$ cat config.mk
export PLATFORM = sky130hd
export DESIGN_NAME = uart_tx_arbiter
export DESIGN_NICKNAME = d
export VERILOG_FILES = /design/src/rtl/uart_pkg.sv /design/src/rtl/rr_arbiter.sv /design/src/rtl/uart_tx_arbiter.sv
export SDC_FILE = /design/constraint.sdc
export NUM_CORES = 1
export LEC_CHECK = 0
export CAP_MARGIN = 20
export CORE_AREA = 2 2 73 110
export CTS_CLUSTER_SIZE = 20
export DETAILED_ROUTE_END_ITERATION = 10
export DIE_AREA = 0 0 75 112
export PLACE_DENSITY_LB_ADDON = 0.05
export SLEW_MARGIN = 20
export SYNTH_ARGS = -nofsm -noshare
export SYNTH_HDL_FRONTEND = slang
export SYNTH_SLANG_ARGS = --single-unit
$ cat constraint.sdc
create_clock -name clk -period 2.4 [get_ports clk]
set_input_delay 0.48 -clock clk [delete_from_list [all_inputs] [get_ports clk]]
set_output_delay 0.48 -clock clk [all_outputs]
set_load 0.05 [all_outputs]
$ cat src/rtl/uart_pkg.sv
// uart_pkg: shared definitions for the UART TX arbitration slice.
//   UART_DATA_W : width of one serialized byte.
//   arb_state_t : state encoding of the transmit arbiter FSM.
//   tick_rise() : rising-edge detect of a free-running baud tick against
//                 its one-cycle-delayed copy.
package uart_pkg;

  localparam int UART_DATA_W = 8;

  typedef enum logic [1:0] {
    ST_IDLE      = 2'd0,
    ST_SEND      = 2'd1,
    ST_WAIT_DONE = 2'd2,
    ST_GAP       = 2'd3
  } arb_state_t;

  function automatic logic tick_rise(input logic tick, input logic tick_q);
    return tick & ~tick_q;
  endfunction

endpackage

$ cat src/rtl/rr_arbiter.sv
// rr_arbiter: combinational round-robin pick.
//   req        in  NUM_REQ : request vector
//   last_grant in  IDX_W   : most recently released requester
//   gnt_idx    out IDX_W   : winner, searched from last_grant+1 upward (mod NUM_REQ)
//   gnt_valid  out 1       : at least one request present
module rr_arbiter #(
  parameter int NUM_REQ = 4,
  parameter int IDX_W   = $clog2(NUM_REQ)
) (
  input  logic [NUM_REQ-1:0] req,
  input  logic [IDX_W-1:0]   last_grant,
  output logic [IDX_W-1:0]   gnt_idx,
  output logic               gnt_valid
);

  // cand_idx[k] is the requester with search priority k (0 = highest).
  logic [IDX_W-1:0] cand_idx [NUM_REQ];

  genvar gi;
  generate
    for (gi = 0; gi < NUM_REQ; gi++) begin : g_cand
      assign cand_idx[gi] = IDX_W'((32'(last_grant) + 32'(gi) + 32'd1) % 32'(NUM_REQ));
    end
  endgenerate

  // Walk from lowest to highest priority so the highest-priority hit is
  // the last assignment and wins.
  always_comb begin
    gnt_valid = 1'b0;
    gnt_idx   = '0;
    for (int i = NUM_REQ - 1; i >= 0; i--) begin
      if (req[cand_idx[i]]) begin
        gnt_valid = 1'b1;
        gnt_idx   = cand_idx[i];
      end
    end
  end

endmodule

$ cat src/rtl/uart_tx_arbiter.sv
// uart_tx_arbiter: shares one UART TX serializer among NUM_REQ byte sources.
// Round-robin arbitration with an optional packet lock (a byte with Last=0
// keeps the grant, up to MAX_BURST bytes), then an idle gap of GAP_TICKS
// baud tick rising edges after each frame.
//   clk, reset_n          : system clock, asynchronous active-low reset
//   i_Req_Valid/Data/Last : per-requester byte offer (data at [8i+7:8i])
//   o_Req_Ready           : one-hot pop pulse on the serializer handshake
//   o_Tx_Valid/o_Tx_Data  : byte offered to the serializer
//   i_Tx_Ready            : serializer accepts on o_Tx_Valid & i_Tx_Ready
//   i_Tx_Done             : end-of-stop-bit pulse from the serializer
//   i_Tx_ClkTick          : toggling baud tick, rising edges counted in GAP
//   o_Grant_Idx           : current or last granted requester
//   o_Busy                : FSM not in IDLE
module uart_tx_arbiter
  import uart_pkg::*;
#(
  parameter int NUM_REQ   = 4,
  parameter int MAX_BURST = 16,
  parameter int GAP_TICKS = 2
) (
  input  logic                         clk,
  input  logic                         reset_n,
  input  logic [NUM_REQ-1:0]           i_Req_Valid,
  input  logic [NUM_REQ*UART_DATA_W-1:0] i_Req_Data,
  input  logic [NUM_REQ-1:0]           i_Req_Last,
  output logic [NUM_REQ-1:0]           o_Req_Ready,
  output logic                         o_Tx_Valid,
  output logic [UART_DATA_W-1:0]       o_Tx_Data,
  input  logic                         i_Tx_Ready,
  input  logic                         i_Tx_Done,
  input  logic                         i_Tx_ClkTick,
  output logic [$clog2(NUM_REQ)-1:0]   o_Grant_Idx,
  output logic                         o_Busy
);

  localparam int IDX_W   = $clog2(NUM_REQ);
  localparam int BURST_W = $clog2(MAX_BURST + 1);
  // Keep at least one bit so the gap counter exists when the gap is disabled.
  localparam int GAP_W   = (GAP_TICKS > 0) ? $clog2(GAP_TICKS + 1) : 1;

  arb_state_t         state_reg;
  logic [IDX_W-1:0]   last_grant_reg;
  logic               lock_reg;
  logic [BURST_W-1:0] burst_cnt_reg;
  logic [GAP_W-1:0]   gap_cnt_reg;
  logic               tick_q_reg;

  logic [IDX_W-1:0]   rr_idx;
  logic               rr_valid;
  logic               lock_hold;
  logic [IDX_W-1:0]   sel_idx;
  logic               sel_valid;
  logic               tx_fire;
  logic               lock_next;
  logic               tick_rise_w;

  rr_arbiter #(
    .NUM_REQ (NUM_REQ),
    .IDX_W   (IDX_W)
  ) u_rr (
    .req        (i_Req_Valid),
    .last_grant (last_grant_reg),
    .gnt_idx    (rr_idx),
    .gnt_valid  (rr_valid)
  );

  // A lock only survives while its owner keeps offering bytes; o_Grant_Idx
  // still holds the owner while the FSM sits in IDLE.
  assign lock_hold = lock_reg & i_Req_Valid[o_Grant_Idx];
  assign sel_idx   = lock_hold ? o_Grant_Idx : rr_idx;
  assign sel_valid = lock_hold | rr_valid;

  assign tx_fire   = (state_reg == ST_SEND) & i_Tx_Ready;
  // Lock is kept only for a non-final byte that still leaves room in the burst.
  assign lock_next = ~i_Req_Last[o_Grant_Idx] &
                     ((32'(burst_cnt_reg) + 32'd1) < 32'(MAX_BURST));
  assign tick_rise_w = tick_rise(i_Tx_ClkTick, tick_q_reg);

  assign o_Busy = (state_reg != ST_IDLE);

  always_comb begin
    o_Req_Ready = '0;
    if (tx_fire) begin
      o_Req_Ready[o_Grant_Idx] = 1'b1;
    end
  end

  always_ff @(posedge clk or negedge reset_n) begin
    if (!reset_n) begin
      state_reg      <= ST_IDLE;
      last_grant_reg <= IDX_W'(NUM_REQ - 1);
      lock_reg       <= 1'b0;
      burst_cnt_reg  <= '0;
      gap_cnt_reg    <= '0;
      tick_q_reg     <= 1'b0;
      o_Tx_Valid     <= 1'b0;
      o_Tx_Data      <= '0;
      o_Grant_Idx    <= '0;
    end else begin
      tick_q_reg <= i_Tx_ClkTick;
      case (state_reg)
        ST_IDLE: begin
          if (lock_reg && !lock_hold) begin
            lock_reg      <= 1'b0;
            burst_cnt_reg <= '0;
          end
          if (sel_valid) begin
            o_Grant_Idx <= sel_idx;
            o_Tx_Data   <= i_Req_Data[sel_idx*UART_DATA_W +: UART_DATA_W];
            o_Tx_Valid  <= 1'b1;
            state_reg   <= ST_SEND;
          end
        end
        ST_SEND: begin
          if (i_Tx_Ready) begin
            o_Tx_Valid <= 1'b0;
            state_reg  <= ST_WAIT_DONE;
            lock_reg   <= lock_next;
            if (lock_next) begin
              burst_cnt_reg <= burst_cnt_reg + BURST_W'(1);
            end else begin
              // Release: the just-served requester drops to lowest priority.
              burst_cnt_reg  <= '0;
              last_grant_reg <= o_Grant_Idx;
            end
          end
        end
        ST_WAIT_DONE: begin
          if (i_Tx_Done) begin
            state_reg <= (GAP_TICKS > 0) ? ST_GAP : ST_IDLE;
          end
        end
        ST_GAP: begin
          if (tick_rise_w) begin
            if ((32'(gap_cnt_reg) + 32'd1) >= 32'(GAP_TICKS)) begin
              gap_cnt_reg <= '0;
              state_reg   <= ST_IDLE;
            end else begin
              gap_cnt_reg <= gap_cnt_reg + GAP_W'(1);
            end
          end
        end
        default: state_reg <= ST_IDLE;
      endcase
    end
  end

endmodule

After elaboration in Yosys (flattened, before gate mapping)
Cells that the tools add are included.
{"block": "classes", "n_bitwise": 8, "n_lt_le_gt_ge": 8, "n_mux": 41, "shift": 1, "add_sub_neg": 10, "n_eq_ne": 9, "n_reduce_logical": 12}
{"cell": "32-bit by 6-bit variable part select with 8-bit output", "count": 1}
{"cell": "2-bit 2-to-1 mux", "count": 11}
{"cell": "2-bit by 3-bit less-than comparator with 1-bit output, second input constant", "count": 5}
{"cell": "1-bit 2-to-1 mux", "count": 15}
{"cell": "5-bit 2-to-1 mux", "count": 3}
{"cell": "1-bit binary-select mux with 2-bit select", "count": 6}
{"cell": "2-bit != test, second input constant", "count": 6}
{"cell": "2-bit by 1-bit adder with 2-bit output, second input constant", "count": 5}
{"cell": "5-bit case mux with 2 select lines", "count": 1}
{"cell": "3-bit AND reduction", "count": 3}
{"cell": "2-bit case mux with 4 select lines", "count": 1}
{"cell": "5-bit by 1-bit adder with 6-bit output, second input constant", "count": 1}
{"cell": "6-bit by 5-bit less-than comparator with 1-bit output, second input constant", "count": 1}
{"cell": "5-bit by 1-bit adder with 5-bit output, second input constant", "count": 1}
{"cell": "5-bit AND reduction", "count": 1}
{"cell": "2-bit adder, second input constant", "count": 2}
{"cell": "1-bit AND", "count": 4}
{"cell": "2-bit == test, second input constant", "count": 2}
{"cell": "4-bit 2-to-1 mux", "count": 1}
{"cell": "1-bit case mux with 2 select lines", "count": 2}
{"cell": "2-bit AND reduction", "count": 2}
{"cell": "2-bit nonzero test", "count": 2}
{"cell": "2-bit by 1-bit adder with 3-bit output, second input constant", "count": 1}
{"cell": "3-bit by 2-bit >= comparator with 1-bit output, second input constant", "count": 1}
{"cell": "other kinds (8)", "count": 11}
{"block": "totals", "wordCells": 98, "output_inout_bits": 16, "in_bits": 45, "register_bits": 24}

Longest topological paths before layout
{"block": "depth", "word_depth": 11, "mapped_depth": 8, "mapped_depth_nobuf": 7}

Modules after synthesis
A second synthesis with hierarchy kept.
{"block": "hier_totals", "hier_cells": 150, "hier_area_um2": 1591.5}
{"module": "uart_tx_arbiter", "cells_per_inst": 136, "area_each_um2": 1507.7, "seq_area_each_um2": 603.1, "instances": 1}
{"module": "rr_arbiter", "cells_per_inst": 14, "area_each_um2": 83.8, "seq_area_each_um2": 0.0, "instances": 1}

Worst setup path before layout
Ideal clock, no wire load.
{"block": "synth_path", "kind": "register to output", "start": "register o_Grant_Idx[0]", "end": "output o_Req_Ready[1]", "t_arrival_ps": 2402, "setup_slack_ps": -482, "required_time_ps": 1920, "n_path_buf": 2, "stages_incl_launch_ff": 4, "cell_sequence": "dfrtp_1 -> clkbuf_1 -> clkbuf_1 -> nor3b_1"}
{"block": "synth_via", "elab_chain_cells": 5, "word_cells_on_any_way": 6, "cone_classes": "order compare: 2; mux: 3; reduce/logical: 1"}
{"item": "from (decl)", "line_no": "uart_tx_arbiter.sv:32", "text": "output logic [$clog2(NUM_REQ)-1:0] o_Grant_Idx,"}
{"item": "from (signal assigned)", "line_no": "uart_tx_arbiter.sv:108", "text": "o_Grant_Idx <= sel_idx;"}
{"item": "2-bit by 3-bit less-than comparator with 1-bit output (implied by the code) / 2-bit by 1-bit >= comparator with 1-bit output (equally long branches)", "line_no": "uart_tx_arbiter.sv:84", "text": "o_Req_Ready[o_Grant_Idx] = 1'b1;"}
{"item": "1-bit logical AND (implied by the code)", "line_no": "uart_tx_arbiter.sv:84"}
{"item": "1-bit 2-to-1 mux (implied by the code)", "line_no": "uart_tx_arbiter.sv:84"}
{"item": "1-bit demux with 2-bit select (*)", "line_no": "uart_tx_arbiter.sv:84"}
{"item": "4-bit 2-to-1 mux (*)", "line_no": "uart_tx_arbiter.sv:83", "text": "if (tx_fire) begin"}
{"item": "to (decl)", "line_no": "uart_tx_arbiter.sv:26", "text": "output logic [NUM_REQ-1:0] o_Req_Ready,"}
Every way passes the cells marked *; elsewhere a longest branch is shown, timed or not.

Worst setup path in the final report
{"block": "layout_path", "start": "input i_Req_Valid[3]", "end": "register o_Tx_Data[2]"}
{"block": "layout_via", "elab_chain_cells": 8, "word_cells_on_any_way": 23, "cone_classes": "shift: 1; mux: 19; bitwise: 2; reduce/logical: 1"}
{"item": "from (decl)", "line_no": "uart_tx_arbiter.sv:23", "text": "input logic [NUM_REQ-1:0] i_Req_Valid,"}
{"item": "1-bit binary-select mux with 2-bit select", "line_no": "rr_arbiter.sv:32", "text": "if (req[cand_idx[i]]) begin"}
{"item": "1-bit 2-to-1 mux (implied by the code)", "line_no": "rr_arbiter.sv:32"}
{"item": "2-bit 2-to-1 mux / 1-bit 2-to-1 mux (equally long branches) (4 in series)", "line_no": "rr_arbiter.sv:32"}
{"item": "2-bit 2-to-1 mux / 1-bit OR (equally long branches)", "line_no": "uart_tx_arbiter.sv:70, uart_tx_arbiter.sv:71"}
{"item": "32-bit by 6-bit variable part select with 8-bit output / 2-bit AND reduction (equally long branches)"}
{"item": "to (signal assigned)", "line_no": "uart_tx_arbiter.sv:109", "text": "o_Tx_Data <= i_Req_Data[sel_idx*UART_DATA_W +: UART_DATA_W];"}
{"item": "to (decl)", "line_no": "uart_tx_arbiter.sv:28", "text": "output logic [UART_DATA_W-1:0] o_Tx_Data,"}
Several ways; a longest one is shown, not always the timed one. The select of a mux whose other input is x is not followed.
A chain may end at the register's enable or synchronous reset.

==> summary.json <==
{
  "power": {
    "switching_power_mw": 1.65,
    "clkPwrFrac_pct": 13.6,
    "p_comb_share_pct": 66.7,
    "swShare_pct": 45.6,
    "ir_worst_vdd_mv": 0.611,
    "p_per_area_mw_per_mm2": 1110,
    "leakage_nw": 1.37,
    "power_report.internal_total_mw": 1.97,
    "seqPwrFrac_pct": 19.7
  },
  "setup_path": {
    "crit_path_top_delay_cell": "sky130_fd_sc_hd__mux4_2",
    "critPathMaxFanout": 29,
    "required_time_of_the_critical_path_ns": 2.53,
    "timing.setup.critical_path_class": "in -> reg",
    "path_cells": "clkdlybuf4s50_1, mux4_2, nand2_2, buf_12, a21oi_1, a211oi_1, o221ai_1",
    "crit_path_start_kind": "primary input",
    "timing.critical_path.buf_inv": 2,
    "timing.critical_path.arrival_ns": 2.37,
    "end_kind": "register",
    "cp_top_family": "buffers and inverters",
    "critPathMaxStageDelay_ns": 0.56
  },
  "yosys": {
    "ys.flop_type": "sky130_fd_sc_hd__dfrtp_1",
    "ys_seq_elements": 24,
    "synth-edff-count": 0,
    "syn_area_per_cell_um2": 8.52,
    "netlist_instances": 257,
    "yosysTopAreaCell": "sky130_fd_sc_hd__dfrtp_1",
    "yosys-top-cells-area": "sky130_fd_sc_hd__dfrtp_1 25%, sky130_fd_sc_hd__a211oi_1 11%, sky130_fd_sc_hd__nand2_1 5.5%",
    "ys_async_sr_fraction_pct": 100,
    "post_synth_num_cell_types": 48,
    "post_synth_instance_area_mm2": 0.00219,
    "syn_nets": 310,
    "yosys.area.top_type_share_pct": 25.1,
    "yosysSeqAreaShare_pct": 27.5,
    "yosysWarningCount": 0
  },
  "floorplan": {
    "design.die.area_mm2": 0.00840,
    "initial_cell_density_of_the_core_pct": 29.3,
    "num_io_pins": 61,
    "design.core.area_mm2": 0.00747,
    "fp.dieW_um": 75,
    "floorplan.die.height_um": 112,
    "row_count": 39
  },
  "clock_network": {
    "postCtsSetupRepairBufs": 0,
    "clk-insertion-delay-late_ns": 0.27,
    "cts_inserted_buffers": 3,
    "clkSinkCount": 24,
    "cts_tree": "built",
    "cts-htree-levels": 1,
    "root_buffer": "sky130_fd_sc_hd__clkbuf_16",
    "clock_path_buffers": 2,
    "post_cts.resized_instances": 0,
    "ctsHoldBuffers": 0,
    "clk_pin_slew_ns": 0.07
  },
  "layout": {
    "areaGrowthSynthToFinish_pct": 48.8,
    "nNetsFinal": 383,
    "most-common-layout-cells": "54 x sky130_fd_sc_hd__clkdlybuf4s50_1, 32 x sky130_fd_sc_hd__a211oi_1, 31 x sky130_fd_sc_hd__nand2_1",
    "mostFrequentLayoutCell": "sky130_fd_sc_hd__clkdlybuf4s50_1",
    "drive_gt1_share_pct": 20.4,
    "largest_register_ffs": 8,
    "diode_insertion_count_for_antenna_repair": 0,
    "layout.cells.non_filler": 431,
    "fin_util_pct": 43.6
  },
  "placement": {
    "placed_cells": 427,
    "place.gp.congestion": 0.761,
    "io_buffers": 60,
    "place.detailed.hpwl_um": 5280,
    "place_ws_ns": -0.136
  },
  "detailed_routing": {
    "detail_route.drc_violations": 0,
    "drtAntennaViolNets": 0,
    "detailroute.via_count": 2182,
    "avgRoutedWirePerCell_um": 16.3,
    "detail_route.iter0.violations": 80,
    "routed_wirelength_um": 7010,
    "drt_pre_antenna_iters": 4,
    "drt_via_density": 5.06
  },
  "sta": {
    "achievable-frequency_mhz": 446,
    "finalHoldViolations": 0,
    "report.final.setup_viol": 0,
    "finClkSkew_ns": 0.00608,
    "tightestPinTransition_ns": 0.501,
    "max-slew-margin-rel_pct": 66.5,
    "fin_ws_ns": 0.156,
    "drv_slew": 0,
    "final_min_period_over_clock_period_pct": 93.5,
    "grt_setup_unrepaired": "no",
    "final_period_demand_of_the_worst_path_ns": 2.24
  },
  "global_routing": {
    "via_count_of_the_first_global_routing_pass": 2236,
    "global_route.usage.total_pct": 17.5,
    "total_congestion_overflow_after_global_routing": 0,
    "grt_pass1_wl_um": 11200,
    "grt_start_max_net_pins": 34,
    "grt_antenna_before_repair": 0
  },
  "run": {
    "maxCapViolations": 0
  },
  "run_status": {
    "status": "finished, final reports clean"
  },
  "worst_hold_path": {
    "min_delay_path_class": "reg -> reg"
  }
}
## cell families (layout without fill, tap and decap cells)
kind of cell             Yosys count  after routing  share of synthesized area, %
AO/OA/AOI/OAI                     97             97                          33.5
flip-flops                        24             24                          27.5
multiplexers                      10             10                          6.06
adder cells (fa/ha/maj)            8              8                          4.57
buffers and inverters             30            102                          6.00
AND/OR/NAND/NOR                   88             88                          22.3
## through the flow
step	instance area (µm²)	TNS (ns)	hold slack [ns]	total power [mW]
floorplan	2200	-0.0429	0.184	2.26
global placement	3150	-0.586	0.472	3.16
detailed placement	3150	-0.843	0.485	3.18
CTS	3260	0	0.503	3.68
global route	3260	0	0.530	3.90
finish	3260	0	0.491	3.62
## path summary, 6_finish.rpt
path / slack, ns / depth (start not counted) / endpoint / from
worst max-delay path: 0.16 / 7 / o_Tx_Data[2]$_DFFE_PN0P_ / i_Req_Valid[3]
worst min-delay path: 0.49 / 2 / o_Tx_Data[1]$_DFFE_PN0P_ / o_Tx_Data[1]$_DFFE_PN0P_
worst max register to register: 0.34 / 7 / o_Tx_Data[0]$_DFFE_PN0P_ / last_grant_reg[1]$_DFFE_PN1P_
worst min register to register: 0.49 / 2 / o_Tx_Data[1]$_DFFE_PN0P_ / o_Tx_Data[1]$_DFFE_PN0P_
max in group asynchronous: 1.50 / 2 / last_grant_reg[1]$_DFFE_PN1P_ / reset_n
min in group asynchronous: 0.58 / 2 / gap_cnt_reg[0]$_DFFE_PN0P_ / reset_n
## power groups by stage
| stage | Clock (mW) | Combinational [mW] | Sequential [mW] |
|---|---|---|---|
| 2_1_floorplan | 0 | 1.29 | 0.970 |
| 3_3_place_gp | 0 | 2.44 | 0.725 |
| 3_5_place_dp | 0 | 2.45 | 0.726 |
| 4_1_cts | 0.504 | 2.46 | 0.720 |
| 5_1_grt | 0.517 | 2.65 | 0.738 |
| 6_report | 0.493 | 2.41 | 0.714 |
## cell usage after synthesis, types with 2 or more instances
master	instances
sky130_fd_sc_hd__a211oi_1	32
sky130_fd_sc_hd__a21bo_1	9
sky130_fd_sc_hd__a21bo_2	7
sky130_fd_sc_hd__a21o_1	3
sky130_fd_sc_hd__a21oi_1	20
sky130_fd_sc_hd__a22o_1	2
sky130_fd_sc_hd__and2_1	17
sky130_fd_sc_hd__and3b_1	2
sky130_fd_sc_hd__buf_2	2
sky130_fd_sc_hd__buf_6	2
sky130_fd_sc_hd__clkbuf_1	15
sky130_fd_sc_hd__dfrtp_1	22
sky130_fd_sc_hd__dfstp_2	2
sky130_fd_sc_hd__ha_1	8
sky130_fd_sc_hd__inv_1	8
sky130_fd_sc_hd__mux2_2	6
sky130_fd_sc_hd__mux2i_1	2
sky130_fd_sc_hd__mux4_2	2
sky130_fd_sc_hd__nand2_1	32
sky130_fd_sc_hd__nand2b_1	19
sky130_fd_sc_hd__nor2_1	3
sky130_fd_sc_hd__nor2b_1	2
sky130_fd_sc_hd__nor3_1	2
sky130_fd_sc_hd__nor3b_1	2
sky130_fd_sc_hd__o21ai_0	3
sky130_fd_sc_hd__o21ai_1	2
sky130_fd_sc_hd__o221ai_1	9
sky130_fd_sc_hd__or2_2	2
## layer usage
metal | GRT usage (%) | vias up | routed length, µm
met2 | 31.2 | 49 | 3740
li1 | - | 1087 | -
met4 | 4.88 | 0 | 134
met3 | 2.08 | 9 | 247
met5 | 0 | - | 0
met1 | 21.4 | 1037 | 2890
## tightest hold or removal path, stage by stage, from the launching register on
cell and delay [ns]:
sky130_fd_sc_hd__dfrtp_1 0.35, sky130_fd_sc_hd__nand2_1 0.05, sky130_fd_sc_hd__o221ai_1 0.06
## final cells by class
type | count | area [µm²]
fillers | 783 | 4210
multi-input cells | 203 | 1470
repair buffers | 89 | 916
flip-flops and latches | 24 | 603
well taps | 102 | 128
clock buffers | 3 | 75.1
inverters | 9 | 33.8
clock inverters | 1 | 30.0
No activity file was read; power rests on OpenSTA's default activity.
